==> config.mk <==
export PLATFORM = sky130hd
export DESIGN_NAME = path_walker_flat
export DESIGN_NICKNAME = d
export VERILOG_FILES = /design/src/rtl/dkstr_pkg.sv /design/src/rtl/path_walker_if.sv /design/src/rtl/path_walker_dir_step.sv /design/src/rtl/path_walker.sv /design/src/flat_wrapper.sv
export SDC_FILE = /design/constraint.sdc
export NUM_CORES = 1
export LEC_CHECK = 0
export CAP_MARGIN = 20
export CORE_UTILIZATION = 45
export DETAILED_ROUTE_END_ITERATION = 8
export PLACE_DENSITY = 0.78
export SLEW_MARGIN = 20
export SYNTH_ARGS = -nofsm -noshare
export SYNTH_HDL_FRONTEND = slang
export SYNTH_SLANG_ARGS = --single-unit
==> constraint.sdc <==
create_clock -name clk -period 3 [get_ports clk]
set_input_delay 0.6 -clock clk [delete_from_list [all_inputs] [get_ports clk]]
set_output_delay 0.6 -clock clk [all_outputs]
set_load 0.01 [all_outputs]
==> src/rtl/dkstr_pkg.sv <==
// Shared definitions for the path walker: direction codes, cost width/unreached marker and FSM states.
package dkstr_pkg;

    localparam int COST_W = 12;
    localparam logic [COST_W-1:0] COST_INF = '1;

    // Bit 3 flags "has predecessor"; bits 2:0 name the predecessor clockwise from north.
    typedef enum logic [3:0] {
        DIR_NONE = 4'b0000,
        DIR_N    = 4'b1000,
        DIR_NE   = 4'b1001,
        DIR_E    = 4'b1010,
        DIR_SE   = 4'b1011,
        DIR_S    = 4'b1100,
        DIR_SW   = 4'b1101,
        DIR_W    = 4'b1110,
        DIR_NW   = 4'b1111
    } dir_e;

    typedef enum logic [1:0] {
        ST_IDLE = 2'd0,
        ST_READ = 2'd1,
        ST_EMIT = 2'd2,
        ST_FIN  = 2'd3
    } state_e;

endpackage

==> src/rtl/path_walker_if.sv <==
// Grid-read and step-output handshakes of the path walker; master is the walker side.
interface path_walker_if #(
    parameter int CB        = 4,
    parameter int COST_SIZE = 12
);
    logic                 rd_req;
    logic [CB-1:0]        rd_x;
    logic [CB-1:0]        rd_y;
    logic                 rd_ack;
    logic [3:0]           rd_dir;
    logic [COST_SIZE-1:0] rd_cost;

    logic                 step_valid;
    logic                 step_ready;
    logic [CB-1:0]        step_x;
    logic [CB-1:0]        step_y;
    logic [3:0]           step_dir;
    logic [COST_SIZE-1:0] step_cost;
    logic                 step_last;

    modport master (
        output rd_req, rd_x, rd_y,
        input  rd_ack, rd_dir, rd_cost,
        output step_valid, step_x, step_y, step_dir, step_cost, step_last,
        input  step_ready
    );

    modport slave (
        input  rd_req, rd_x, rd_y,
        output rd_ack, rd_dir, rd_cost,
        input  step_valid, step_x, step_y, step_dir, step_cost, step_last,
        output step_ready
    );
endinterface

==> src/rtl/path_walker_dir_step.sv <==
// Combinational predecessor lookup: applies a direction code to (x,y) and flags results off the grid.
module dir_step
    import dkstr_pkg::*;
#(
    parameter int GRID_W = 16,
    parameter int GRID_H = 16,
    parameter int CB     = 4
) (
    input  logic [CB-1:0] x,
    input  logic [CB-1:0] y,
    input  logic [3:0]    dir,
    output logic [CB-1:0] nx,
    output logic [CB-1:0] ny,
    output logic          oob
);
    localparam logic signed [CB:0] P1   = (CB+1)'(1);
    localparam logic signed [CB:0] M1   = '1;
    localparam logic signed [CB:0] XMAX = (CB+1)'(GRID_W - 1);
    localparam logic signed [CB:0] YMAX = (CB+1)'(GRID_H - 1);

    logic signed [CB:0] dx, dy, sx, sy;

    // NOTE: every combinational output gets a default first so no path through the case infers a latch.
    always_comb begin
        dx = '0;
        dy = '0;
        case (dir)
            DIR_N:   dy = M1;
            DIR_NE:  begin dx = P1; dy = M1; end
            DIR_E:   dx = P1;
            DIR_SE:  begin dx = P1; dy = P1; end
            DIR_S:   dy = P1;
            DIR_SW:  begin dx = M1; dy = P1; end
            DIR_W:   dx = M1;
            DIR_NW:  begin dx = M1; dy = M1; end
            default: ;
        endcase
    end

    // One spare bit keeps x-1 at x=0 visible as a negative value.
    assign sx  = $signed({1'b0, x}) + dx;
    assign sy  = $signed({1'b0, y}) + dy;
    assign nx  = sx[CB-1:0];
    assign ny  = sy[CB-1:0];
    assign oob = sx[CB] | sy[CB] | (sx > XMAX) | (sy > YMAX);

endmodule

==> src/rtl/path_walker.sv <==
// Walks a shortest-path tree from a destination back to its source, emitting one step per node.
// Optional feature: define PATH_WALKER_STEP_LIMIT_EN to abort walks longer than MAX_STEPS steps.
module path_walker
    import dkstr_pkg::*;
#(
    parameter int GRID_W    = 16,
    parameter int GRID_H    = 16,
    parameter int CB        = 4,
    parameter int COST_SIZE = COST_W,
    parameter int MAX_STEPS = 256
) (
    input  logic          clk,
    input  logic          rst_n,
    input  logic          start,
    input  logic [CB-1:0] start_x,
    input  logic [CB-1:0] start_y,
    output logic          busy,
    path_walker_if.master bus,
    output logic          done,
    output logic          err
);
    if ((2 ** CB) < GRID_W || (2 ** CB) < GRID_H || MAX_STEPS < 1) begin : g_cfg_check
        $error("path_walker: CB too narrow for the grid or MAX_STEPS < 1");
    end

    state_e        state, state_d;
    logic          err_d;
    logic [CB-1:0] cur_x, cur_y;
    logic [CB-1:0] nx, ny;
    logic          oob;
    logic          rd_hs, step_hs, cost_inf, limit_hit, advance;

    dir_step #(
        .GRID_W (GRID_W),
        .GRID_H (GRID_H),
        .CB     (CB)
    ) u_dir_step (
        .x   (bus.step_x),
        .y   (bus.step_y),
        .dir (bus.step_dir),
        .nx  (nx),
        .ny  (ny),
        .oob (oob)
    );

    assign rd_hs    = (state == ST_READ) && bus.rd_ack;
    assign step_hs  = (state == ST_EMIT) && bus.step_ready;
    assign cost_inf = &bus.rd_cost;
    assign advance  = step_hs && !bus.step_last && !oob && !limit_hit;

    always_comb begin
        state_d = state;
        err_d   = 1'b0;
        case (state)
            ST_IDLE: if (start) state_d = ST_READ;
            ST_READ: begin
                if (bus.rd_ack) begin
                    state_d = cost_inf ? ST_FIN : ST_EMIT;
                    err_d   = cost_inf;
                end
            end
            ST_EMIT: begin
                if (bus.step_ready) begin
                    if (bus.step_last) begin
                        state_d = ST_FIN;
                    end else if (oob || limit_hit) begin
                        state_d = ST_FIN;
                        err_d   = 1'b1;
                    end else begin
                        state_d = ST_READ;
                    end
                end
            end
            ST_FIN:  state_d = ST_IDLE;
            default: state_d = ST_IDLE;
        endcase
    end

    // NOTE: state and every registered output use non-blocking assignments so all flops update together.
    always_ff @(posedge clk or negedge rst_n) begin
        if (!rst_n) begin
            state          <= ST_IDLE;
            busy           <= 1'b0;
            bus.rd_req     <= 1'b0;
            bus.step_valid <= 1'b0;
            done           <= 1'b0;
            err            <= 1'b0;
        end else begin
            state          <= state_d;
            busy           <= (state_d != ST_IDLE);
            bus.rd_req     <= (state_d == ST_READ);
            bus.step_valid <= (state_d == ST_EMIT);
            done           <= (state_d == ST_FIN);
            err            <= err_d;
        end
    end

    // The captured node record doubles as the step output and as the input of the next-coordinate lookup.
    always_ff @(posedge clk or negedge rst_n) begin
        if (!rst_n) begin
            cur_x         <= '0;
            cur_y         <= '0;
            bus.step_x    <= '0;
            bus.step_y    <= '0;
            bus.step_dir  <= '0;
            bus.step_cost <= '0;
            bus.step_last <= 1'b0;
        end else begin
            if (state == ST_IDLE && start) begin
                cur_x <= start_x;
                cur_y <= start_y;
            end else if (advance) begin
                cur_x <= nx;
                cur_y <= ny;
            end
            if (rd_hs) begin
                bus.step_x    <= cur_x;
                bus.step_y    <= cur_y;
                bus.step_dir  <= bus.rd_dir;
                bus.step_cost <= bus.rd_cost;
                bus.step_last <= ~bus.rd_dir[3];
            end
        end
    end

    assign bus.rd_x = cur_x;
    assign bus.rd_y = cur_y;

`ifdef PATH_WALKER_STEP_LIMIT_EN
    localparam int CNT_W = (MAX_STEPS > 1) ? $clog2(MAX_STEPS) : 1;

    logic [CNT_W-1:0] step_cnt;

    always_ff @(posedge clk or negedge rst_n) begin
        if (!rst_n) begin
            step_cnt <= '0;
        end else if (state == ST_IDLE && start) begin
            step_cnt <= '0;
        end else if (advance) begin
            step_cnt <= step_cnt + 1'b1;
        end
    end

    assign limit_hit = (step_cnt == CNT_W'(MAX_STEPS - 1));
`else
    assign limit_hit = 1'b0;
`endif

endmodule

==> src/flat_wrapper.sv <==
// flat-port wrapper written by rule: the top's interface ports become plain ports
module path_walker_flat import dkstr_pkg::*;
#(
    parameter int GRID_W    = 16,
    parameter int GRID_H    = 16,
    parameter int CB        = 4,
    parameter int COST_SIZE = COST_W,
    parameter int MAX_STEPS = 256
)
  (clk, rst_n, start, start_x, start_y, busy, done, err, bus_rd_req, bus_rd_x, bus_rd_y, bus_rd_ack, bus_rd_dir, bus_rd_cost, bus_step_valid, bus_step_x, bus_step_y, bus_step_dir, bus_step_cost, bus_step_last, bus_step_ready);
  path_walker_if #(.CB(CB), .COST_SIZE(COST_SIZE)) bus_i ();
  input  logic clk;
  input  logic rst_n;
  input  logic start;
  input  logic [CB-1:0] start_x;
  input  logic [CB-1:0] start_y;
  output logic busy;
  output logic done;
  output logic err;
  output wire logic [$bits(bus_i.rd_req)-1:0] bus_rd_req;
  output wire logic [$bits(bus_i.rd_x)-1:0] bus_rd_x;
  output wire logic [$bits(bus_i.rd_y)-1:0] bus_rd_y;
  input wire logic [$bits(bus_i.rd_ack)-1:0] bus_rd_ack;
  input wire logic [$bits(bus_i.rd_dir)-1:0] bus_rd_dir;
  input wire logic [$bits(bus_i.rd_cost)-1:0] bus_rd_cost;
  output wire logic [$bits(bus_i.step_valid)-1:0] bus_step_valid;
  output wire logic [$bits(bus_i.step_x)-1:0] bus_step_x;
  output wire logic [$bits(bus_i.step_y)-1:0] bus_step_y;
  output wire logic [$bits(bus_i.step_dir)-1:0] bus_step_dir;
  output wire logic [$bits(bus_i.step_cost)-1:0] bus_step_cost;
  output wire logic [$bits(bus_i.step_last)-1:0] bus_step_last;
  input wire logic [$bits(bus_i.step_ready)-1:0] bus_step_ready;
  assign bus_rd_req = bus_i.rd_req;
  assign bus_rd_x = bus_i.rd_x;
  assign bus_rd_y = bus_i.rd_y;
  assign bus_i.rd_ack = bus_rd_ack;
  assign bus_i.rd_dir = bus_rd_dir;
  assign bus_i.rd_cost = bus_rd_cost;
  assign bus_step_valid = bus_i.step_valid;
  assign bus_step_x = bus_i.step_x;
  assign bus_step_y = bus_i.step_y;
  assign bus_step_dir = bus_i.step_dir;
  assign bus_step_cost = bus_i.step_cost;
  assign bus_step_last = bus_i.step_last;
  assign bus_i.step_ready = bus_step_ready;
  path_walker #(.GRID_W(GRID_W), .GRID_H(GRID_H), .CB(CB), .COST_SIZE(COST_SIZE), .MAX_STEPS(MAX_STEPS)) u_core (.clk(clk), .rst_n(rst_n), .start(start), .start_x(start_x), .start_y(start_y), .busy(busy), .bus(bus_i), .done(done), .err(err));
endmodule
# --- After elaboration in Yosys (flattened, before gate mapping) ---
# Index checks and enable logic that the tools add are counted.
totals:
  reg_bits: 40
  in_bits: 29
  wordCells: 68
op_classes:
  n_addsub: 2
  n_lt_le_gt_ge: 2
  n_eq_ne: 14
  mux: 18
  n_bitwise: 4
  n_reduce_logical: 15
ops:
  columns: ["cell", "count"]
  rows:
  - ["4-bit equality test, second input constant", 8]
  - ["5-bit case mux with 2 select lines", 2]
  - ["4-bit two-way mux", 4]
  - ["12-bit AND reduction", 1]
  - ["3-bit OR reduction", 4]
  - ["5-bit adder", 2]
  - ["5-bit greater-than comparator, second input constant", 2]
  - ["2-bit two-way mux", 5]
  - ["2-bit equality test, second input constant", 4]
  - ["2-bit case mux with 4 select lines", 1]
  - ["1-bit logical AND", 5]
  - ["1-bit two-way mux", 5]
  - ["2-bit by 1-bit equality test with 1-bit output, second input constant", 2]
  - ["2-bit nonzero test", 2]
  - ["1-bit OR", 3]
  - ["1-bit logical NOT", 2]
  - ["2-bit logical NOT", 1]
  - ["1-bit case mux with 2 select lines", 1]
  - ["1-bit NOT", 1]

# --- Logic depth before layout (Yosys ltp) ---
# Gate-level depths: netlist of run 1.
depth:
  depth_word: 12
  ltp_mapped: 9

# --- Cells and area by module ---
# From an unflattened synthesis of run 1, not the netlist that was laid out.
unflattened:
  hier_cells: 166
  hier_area_um2: 2003.2
by_module_without_submodules:
  columns: ["mod", "instances", "cells_each", "area_per_inst_um2", "seq_area_each_um2"]
  rows:
  - ["path_walker", 1, 128, 1695.4, 1001.0]
  - ["dir_step", 1, 38, 307.8, 0.0]

# --- Worst setup path after synthesis of run 1 ---
# OpenSTA, ideal clock, no wires.
synth_path:
  path_type: "flip-flop to flip-flop"
  start: "register u_core.bus.step_dir[1]"
  end: "register u_core.bus.rd_req"
  arrival_ps: 2414
  path_slack_ps: 467
  stages_incl_launch_ff: 10
  path_buffers: 0
  period_less_slack_ps: 2533
  cell_sequence: "dfrtp_1 -> and3_1 -> o21ai_2 -> inv_1 -> fa_1 -> a21o_1 -> a21oi_2 -> xnor2_2 -> a31o_4 -> and3_1"
synth_between:
  elab_chain_cells: 12
  elab_cells_between_ends: 26
  cone_classes: "add/sub: 2; order compare: 2; eq/ne: 9; mux: 6; bitwise: 3; reduce/logical: 4"
synth_rtl:
  columns: ["item", "line", "text"]
  rows:
  - ["start: declaration", "path_walker_if.sv:24", "output step_valid, step_x, step_y, step_dir, step_cost, step_last,"]
  - ["start signal: assignment", "path_walker.sv:119", "bus.step_dir <= bus.rd_dir;"]
  - ["4-bit equality test", "path_walker_dir_step.sv:27", "case (dir)"]
  - ["3-bit OR reduction (no line)", null, null]
  - ["5-bit case mux with 2 select lines", "path_walker_dir_step.sv:27", null]
  - ["5-bit adder, on equally long branches", "path_walker_dir_step.sv:41, path_walker_dir_step.sv:42", null]
  - ["5-bit greater-than comparator or 1-bit OR (tied branches)", "path_walker_dir_step.sv:45", "assign oob = sx[CB] | sy[CB] | (sx > XMAX) | (sy > YMAX);"]
  - ["1-bit OR", "path_walker_dir_step.sv:45", null]
  - ["1-bit OR (*)", "path_walker_dir_step.sv:45", null]
  - ["2-bit two-way mux (*)", "path_walker.sv:66", "end else if (oob || limit_hit) begin"]
  - ["2-bit two-way mux (*)", "path_walker.sv:64", "if (bus.step_last) begin"]
  - ["2-bit two-way mux (*)", "path_walker.sv:63", "if (bus.step_ready) begin"]
  - ["2-bit case mux with 4 select lines (*)", "path_walker.sv:54", "case (state)"]
  - ["2-bit by 1-bit equality test with 1-bit output (*)", "path_walker.sv:91", "bus.rd_req <= (state_d == ST_READ);"]
  - ["end signal: assignment", "path_walker.sv:91", null]
  - ["end: declaration", "path_walker_if.sv:22", "output rd_req, rd_x, rd_y,"]
# Every way passes the cells marked *; elsewhere a longest branch is shown, timed or not.
# A chain may end at the register's enable or synchronous reset.

# --- Final worst setup path of run 1 ---
layout_path:
  start: "register u_core.bus.step_dir[1]"
  end: "register u_core.cur_y[1] (netlist: u_core.bus.rd_y[1])"
layout_between:
  elab_chain_cells: 10
  elab_cells_between_ends: 26
  cone_classes: "add/sub: 2; order compare: 2; eq/ne: 8; mux: 4; bitwise: 3; reduce/logical: 7"
layout_rtl:
  columns: ["item", "line", "text"]
  rows:
  - ["4-bit equality test", "path_walker_dir_step.sv:27", null]
  - ["3-bit OR reduction (no line)", null, null]
  - ["5-bit case mux with 2 select lines", "path_walker_dir_step.sv:27", null]
  - ["5-bit adder, on equally long branches", "path_walker_dir_step.sv:41, path_walker_dir_step.sv:42", null]
  - ["5-bit greater-than comparator or 1-bit OR (tied branches)", "path_walker_dir_step.sv:45", null]
  - ["1-bit OR (2 in series)", "path_walker_dir_step.sv:45", null]
  - ["1-bit logical NOT", "path_walker.sv:49", "assign advance = step_hs && !bus.step_last && !oob && !limit_hit;"]
  - ["1-bit logical AND", "path_walker.sv:49", null]
  - ["2-bit nonzero test (no line)", null, null]
  - ["end signal: assignment", "path_walker.sv:111", "cur_y <= start_y;"]
  - ["end signal: assignment", "path_walker.sv:114", "cur_y <= ny;"]
  - ["end: declaration", "path_walker.sv:28", "logic [CB-1:0] cur_x, cur_y;"]
# Parallel ways exist; a longest one is shown, timed or not. The select of a mux whose other input is x is not followed.

==> impl_summary.txt, run 1 <==
----------------------------------------------------
[Routing]
  Routed vias ... 1683
  Remaining antenna violation count ... 0
  Pre-antenna DRT Iters ... 4
  Final routed DRC violation total ... 0
  Iteration-0 DRC count of the detailed router ... 89
  Average detailed-routed wire length per instance ... 15.87 um
  Routed wire length ... 4760 um
  Vias/cell ... 5.610

[Clock tree]
  Clock H-tree levels ... 2
  Hold-fix buffer count after cts ... 0
  Root buf cell ... sky130_fd_sc_hd__clkbuf_8
  TritonCTS clock tree ... done
  Cts bufs inserted ... 5
  Resize count post-CTS ... 0
  CTS Sinks ... 40
  Clock insertion delay at the later pin of the skew report ... 300 ps
  Register clock-pin slew on the reported worst setup and hold paths ... 80 ps
  Post CTS Setup Buffer Count ... 0
  Max Buffers Root-to-Sink ... 2

[Timing]
  Final Hold Viols ... 0
  Highest clock rate ... 0.3623 GHz
  Final Cycle Share ... 0.9199
  Shortest clock period the worst path allows after layout ... 2760 ps
  Clock skew ... 4.621 ps
  RSZ-0062 raised after global routing ... false
  Headroom to the max-slew limit ... 0.4020
  Slew at the pin with the worst max-slew slack ... 897.1 ps
  Number of failing setup endpoints in the final timing report ... 0
  Fin. max-slew vios ... 0
  Final TNS setup ... 0 ps

[Synthesis]
  Post-synthesis share of cell area spent on xor and xnor gates ... 0.03226
  Sequential-to-total area share from yosys stat ... 0.4779
  Warning count from the yosys run ... 0
  Top FF cell, synth ... sky130_fd_sc_hd__dfrtp_1
  Synth Area in Compound Gates ... 0.1541
  Count of distinct cell types in the synthesized netlist ... 43
  EDFF count, synth ... 0
  Most frequently used cell type in the post-synthesis netlist ... sky130_fd_sc_hd__dfrtp_1
  Most instantiated cells after synthesis ... 40 x sky130_fd_sc_hd__dfrtp_1, 24 x sky130_fd_sc_hd__mux2_2, 11 x sky130_fd_sc_hd__ha_1
  Synth Area in Adders ... 0.07527
  Average footprint of a synthesized cell ... 11.70 um2
  Largest family of logic cells by synthesized area ... compound AO/OA/AOI/OAI gates
  Largest cells by area after synthesis ... sky130_fd_sc_hd__dfrtp_1 48%, sky130_fd_sc_hd__mux2_2 13%, sky130_fd_sc_hd__ha_1 6.6%
  Mapped Nets ... 220
  Post-synthesis share of cell area spent on and, or, nand and nor gates ... 0.09976
  Top cell type's share of synthesized area ... 0.4779
  Flip-flop and latch count after synthesis ... 40
  Multiplexer area fraction after synthesis ... 0.1338
  Syn Inst Count ... 179
  Yosys top cell by area ... sky130_fd_sc_hd__dfrtp_1
  Async SR Flop Fraction ... 1.000
  Combined area of all synthesized cells ... 2095 um2

[Floorplan]
  Initial standard-cell utilization of the core ... 0.4745
  Top-level I/O count ... 67
  Core ar. ... 4414 um2
  Chip width ... 70.23 um
  Die Y ... 70.23 um
  Number of core rows ... 24
  Die area ... 4932 um2

[Placed design]
  Detailed placer's ending HPWL ... 3521 um
  Count of input and output buffers ... 66
  Routability Congestion ... 0.7787
  Placed standard-cell area ... 2796 um2

[Final layout]
  Antenna Diode Count ... 0
  Area Growth Syn to Fin ... 38.11%
  Number of fillers in the final layout ... 360
  Ratio of cells with drive above 1 in the final layout ... 0.1653
  Number of nets in the final layout ... 289
  Final instance area ... 2893 um2

[Pwr]
  Total power per unit cell area ... 1136 nW/um2
  Leakage ... 1.227 nW
  Worst IR Drop VDD ... 562.8 uV
  Total power after layout ... 3.285 mW

[Worst setup path]
  CP Class ... flop to flop
  CP max FO ... 8
  Endpoint arrival time on the critical path ... 2980 ps
  Path depth of the worst reg2reg path ... 9
  R2R Path End ... u_core.bus.rd_y[1]
  Register-to-Register Setup Slack ... 240 ps
  CP required ... 3220 ps
  Worst setup EP type ... flop
  Startpoint class of the critical path ... flop
  Critical register-to-register path startpoint ... u_core.bus.step_dir[1]

[Run status]
  Status ... finished, final reports clean

[Hold path]
  Class of the tightest hold or removal check ... primary input to async pin

[GRT]
  Vias in the first global route ... 1675
  Wire length of the first global-routing pass ... 8059 um
  Initial antenna violation count ... 0
  Largest net degree at the start of global routing ... 41
  Overall overflow remaining after global route ... 0
  Total GRT Usage ... 0.2120

[Job]
  Max-cap violations ... 0

----------------------------------------------------
## layout by cell type (no fill, tap or decap), types with 6 or more instances in the layout
cell type,count
sky130_fd_sc_hd__a21oi_1,6
sky130_fd_sc_hd__nand4_1,9
sky130_fd_sc_hd__o31ai_1,8
sky130_fd_sc_hd__ha_1,11
sky130_fd_sc_hd__nor2_1,9
sky130_fd_sc_hd__inv_1,7
sky130_fd_sc_hd__mux2_2,24
sky130_fd_sc_hd__a31oi_1,9
sky130_fd_sc_hd__nand2_1,7
sky130_fd_sc_hd__clkdlybuf4s50_1,65
sky130_fd_sc_hd__clkbuf_8,7
sky130_fd_sc_hd__dfrtp_1,40
## how the worst max path moves through the flow
stage                           startpoint            endpoint  slack (ps)  depth (start not counted)
floorplan           u_core.bus.step_dir[1]   u_core.bus.rd_req         470                          9
global placement    u_core.bus.step_dir[2]  u_core.bus.rd_y[2]         380                          9
detailed placement  u_core.bus.step_dir[2]  u_core.bus.rd_y[2]         240                          9
CTS                 u_core.bus.step_dir[1]  u_core.bus.rd_y[1]         250                          9
global route        u_core.bus.step_dir[1]  u_core.bus.rd_y[1]          50                          9
finish              u_core.bus.step_dir[1]  u_core.bus.rd_y[1]         240                          9
## power breakdown
group	switching [mW]	internal, mW
combinational	0.881	0.984
sequential	0.229	0.803
clock	0.184	0.205
total	1.29	1.99
## cell type report
class / count / area, um2 / area share
timing repair buffer: 67 / 663.1 / 0.2292
inverter: 8 / 30.03 / 0.01038
clock buffer: 7 / 96.34 / 0.03330
sequential: 40 / 1001 / 0.3460
multi-input combinational: 126 / 1037 / 0.3586
tap: 52 / 65.06 / 0.02249
## cells by family after synthesis
group | Yosys count
XOR/XNOR | 6
buffers and inverters | 13
flip-flops | 40
AO/OA/AOI/OAI | 43
adder cells (fa/ha/maj) | 12
AND/OR/NAND/NOR | 40
multiplexers | 25
## layer usage
layer  vias up  share of wire  track usage  wire [um]
li1        809              -            -          -
met2        70           0.46       0.3196       2179
met4         0          0.015      0.07778         70
met1       796           0.44       0.2684       2072
met5         -              0            0          0
met3         8          0.092      0.09380        437
## sequential cells by signal (all words and copies together) (netlist names)
signal and flops:
u_core.bus.step_cost 12, u_core.bus.rd_x 4, u_core.bus.rd_y 4, u_core.bus.step_dir 4, u_core.bus.step_x 4, u_core.bus.step_y 4
u_core.state 2, u_core.bus.rd_req 1, u_core.bus.step_last 1, u_core.bus.step_valid 1, u_core.busy 1, u_core.done 1
u_core.err 1
## worst max-delay path: stages (launching register included)
cell and delay, ps:
sky130_fd_sc_hd__dfrtp_1 450, sky130_fd_sc_hd__and3_1 200, sky130_fd_sc_hd__o21ai_2 280, sky130_fd_sc_hd__inv_1 170, sky130_fd_sc_hd__fa_1 460, sky130_fd_sc_hd__a21o_1 190, sky130_fd_sc_hd__a21oi_2 250, sky130_fd_sc_hd__xor2_2 340
sky130_fd_sc_hd__o31ai_1 140, sky130_fd_sc_hd__a31oi_1 200
## metrics by stage
| stage | std cells | util | worst slack, ps | hold slack (ps) |
|---|---|---|---|---|
| 2_1_floorplan | 179 | - | 466.8 | 304.4 |
| 3_3_place_gp | 293 | 0.6335 | 375.2 | 488.2 |
| 3_5_place_dp | 293 | 0.6335 | 242.3 | 491.5 |
| 4_1_cts | 300 | 0.6553 | 252.7 | 462.5 |
| 5_1_grt | 300 | 0.6553 | 47.25 | 510.5 |
| 6_report | 300 | 0.6553 | 240.2 | 428.0 |
No activity file was read; power rests on OpenSTA's default activity.
==> run 2: changes to the inputs <==
--- a/config.mk
+++ b/config.mk
@@ -5,10 +5,10 @@
 export SDC_FILE = /design/constraint.sdc
 export NUM_CORES = 1
 export LEC_CHECK = 0
-export CAP_MARGIN = 20
 export CORE_UTILIZATION = 45
 export DETAILED_ROUTE_END_ITERATION = 8
 export PLACE_DENSITY = 0.78
+export RECOVER_POWER = 25
 export SLEW_MARGIN = 20
 export SYNTH_ARGS = -nofsm -noshare
 export SYNTH_HDL_FRONTEND = slang
==> impl_summary.txt, run 2 (synthesis results as in run 1) <==
----------------------------------------------------
[GRT]
  Largest net degree at the start of global routing ... 41 (unchanged)
  Total GRT Usage ... 0.2120 (unchanged)
  Overall overflow remaining after global route ... 0 (unchanged)
  Global-route met2 utilization ... 0.3196 (unchanged)
  Most Used Layer, Global Route ... met2
  Wire length of the first global-routing pass ... 8059 um (unchanged)
  Fraction of met1 tracks used by global routing ... 0.2684 (unchanged)
  Vias in the first global route ... 1675 (unchanged)
  Initial antenna violation count ... 0 (unchanged)
  GR Layer Usage met3 ... 0.09380 (unchanged)

[Routing]
  Routed wire length ... 4758 um (about the same)
  Remaining antenna violation count ... 0 (unchanged)
  Average detailed-routed wire length per instance ... 15.86 um (about the same)
  Vias/cell ... 5.610 (unchanged)
  Final routed DRC violation total ... 0 (unchanged)
  Pre-antenna DRT Iters ... 4 (unchanged)
  Iteration-0 DRC count of the detailed router ... 89 (unchanged)
  Routed vias ... 1683 (unchanged)

[Placed design]
  Count of input and output buffers ... 66 (unchanged)
  Detailed placer's ending HPWL ... 3521 um (unchanged)
  Setup slack after placement ... 242.3 ps (unchanged)
  Routability Congestion ... 0.7787 (unchanged)

[Worst setup path]
  CP Class ... flop to flop
  Endpoint arrival time on the critical path ... 2980 ps (about the same)
  CP required ... 3220 ps (about the same)
  Startpoint class of the critical path ... flop
  CP max FO ... 8 (unchanged)
  Worst setup EP type ... flop

[Timing]
  Highest clock rate ... 0.3623 GHz (unchanged)
  Number of failing setup endpoints in the final timing report ... 0 (unchanged)
  Headroom to the max-slew limit ... -0.4297 (-0.8316)
  Final Cycle Share ... 0.9199 (unchanged)
  Clock skew ... 4.621 ps (unchanged)
  RSZ-0062 raised after global routing ... false
  Slew at the pin with the worst max-slew slack ... 2144 ps (+1247 ps)
  Shortest clock period the worst path allows after layout ... 2760 ps (unchanged)
  Final TNS setup ... 0 ps (unchanged)
  Worst hold slack after final layout ... 507.5 ps (+79.44 ps)
  Fin. max-slew vios ... 41 (+41)
  Final Hold Viols ... 0 (unchanged)
  Final worst setup slack ... 240.2 ps (unchanged)

[Pwr]
  Leakage ... 1.225 nW (-0.22%)
  Worst IR Drop VDD ... 562.9 uV (about the same)
  Total power per unit cell area ... 1136 nW/um2 (about the same)
  Total power after layout ... 3.285 mW (about the same)

[Final layout]
  Top library cells by usage in the layout, fill and taps aside ... 65 x sky130_fd_sc_hd__clkdlybuf4s50_1, 40 x sky130_fd_sc_hd__dfrtp_1, 24 x sky130_fd_sc_hd__mux2_2, 11 x sky130_fd_sc_hd__ha_1
  Ratio of cells with drive above 1 in the final layout ... 0.1613 (-0.004032)
  Number of nets in the final layout ... 289 (unchanged)
  Area Growth Syn to Fin ... 38.05% (about the same)
  Most common cell after layout, fill and taps aside ... sky130_fd_sc_hd__clkdlybuf4s50_1
  Largest register by flop count ... u_core.bus.step_cost
  Fraction of the core area covered by cells at the end of the flow ... 0.6550 (about the same)
  Antenna Diode Count ... 0 (unchanged)
  Max reg flops ... 12 (unchanged)

[Clock tree]
  Cts bufs inserted ... 5 (unchanged)
  TritonCTS clock tree ... done
  Max Buffers Root-to-Sink ... 2 (unchanged)
  Resize count post-CTS ... 0 (unchanged)
  Hold-fix buffer count after cts ... 0 (unchanged)
  Clock H-tree levels ... 2 (unchanged)
  Register clock-pin slew on the reported worst setup and hold paths ... 80 ps (about the same)
  Post CTS Setup Buffer Count ... 0 (unchanged)
  Clock insertion delay at the later pin of the skew report ... 300 ps (about the same)
  CTS Sinks ... 40 (unchanged)
  Root buf cell ... sky130_fd_sc_hd__clkbuf_8

[Floorplan]
  Initial standard-cell utilization of the core ... 0.4745 (unchanged)
  Core ar. ... 4414 um2 (unchanged)
  Die Y ... 70.23 um (unchanged)
  Chip width ... 70.23 um (unchanged)
  Number of core rows ... 24 (unchanged)
  Top-level I/O count ... 67 (unchanged)
  Die area ... 4932 um2 (unchanged)

[Hold path]
  Class of the tightest hold or removal check ... flop to flop

[Run status]
  Failing checks ... capacitance limit, slew limit
  Status ... finished, violations left

[Job]
  Max-cap violations ... 1 (+1)

----------------------------------------------------
[run 2: cell type report]
cell class | count | area [um2]
Clock buffer | 7 | 96.34
Fill cell | 361 | 1523
Inverter | 8 | 30.03
Multi-Input combinational cell | 126 | 1037
Sequential cell | 40 | 1001
Tap cell | 52 | 65.06
Timing Repair Buffer | 67 | 661.9
[run 2: through the flow]
stage          std cells  instance area (um2)
2_1_floorplan        179                 2095
3_3_place_gp         293                 2796
3_5_place_dp         293                 2796
4_1_cts              300                 2893
5_1_grt              300                 2892
6_report             300                 2892
[run 2: worst paths after layout]
| kind | depth (start not counted) | from | slack (ps) | endpoint |
|---|---|---|---|---|
| min reg2reg | 1 | u_core.bus.step_cost[4] | 510 | u_core.bus.step_cost[4] |
| max | 9 | u_core.bus.step_dir[1] | 240 | u_core.bus.rd_y[1] |
| max in group asynchronous | 1 | rst_n | 850 | u_core.bus.step_y[1] |
| min in group asynchronous | 1 | rst_n | 930 | u_core.bus.step_x[1] |
| min | 1 | u_core.bus.step_cost[4] | 510 | u_core.bus.step_cost[4] |
| max reg2reg | 9 | u_core.bus.step_dir[1] | 240 | u_core.bus.rd_y[1] |
[run 2: per-layer routing]
layer	wire length, um	up-vias
met3	436	8
met4	70	0
met5	0	-
met1	2072	796
met2	2178	70
li1	-	809
[run 2: power by group]
| part | switching, mW | internal, mW |
|---|---|---|
| clock network | 0.184 | 0.205 |
| registers | 0.228 | 0.803 |
| logic | 0.881 | 0.984 |
[run 2: critical path, cell delays in order, from the launching register on]
cell and delay (ps):
sky130_fd_sc_hd__dfrtp_1 450, sky130_fd_sc_hd__and3_1 200, sky130_fd_sc_hd__o21ai_2 280, sky130_fd_sc_hd__inv_1 170, sky130_fd_sc_hd__fa_1 460, sky130_fd_sc_hd__a21o_1 190, sky130_fd_sc_hd__a21oi_2 250, sky130_fd_sc_hd__xor2_2 340
sky130_fd_sc_hd__o31ai_1 140, sky130_fd_sc_hd__a31oi_1 200
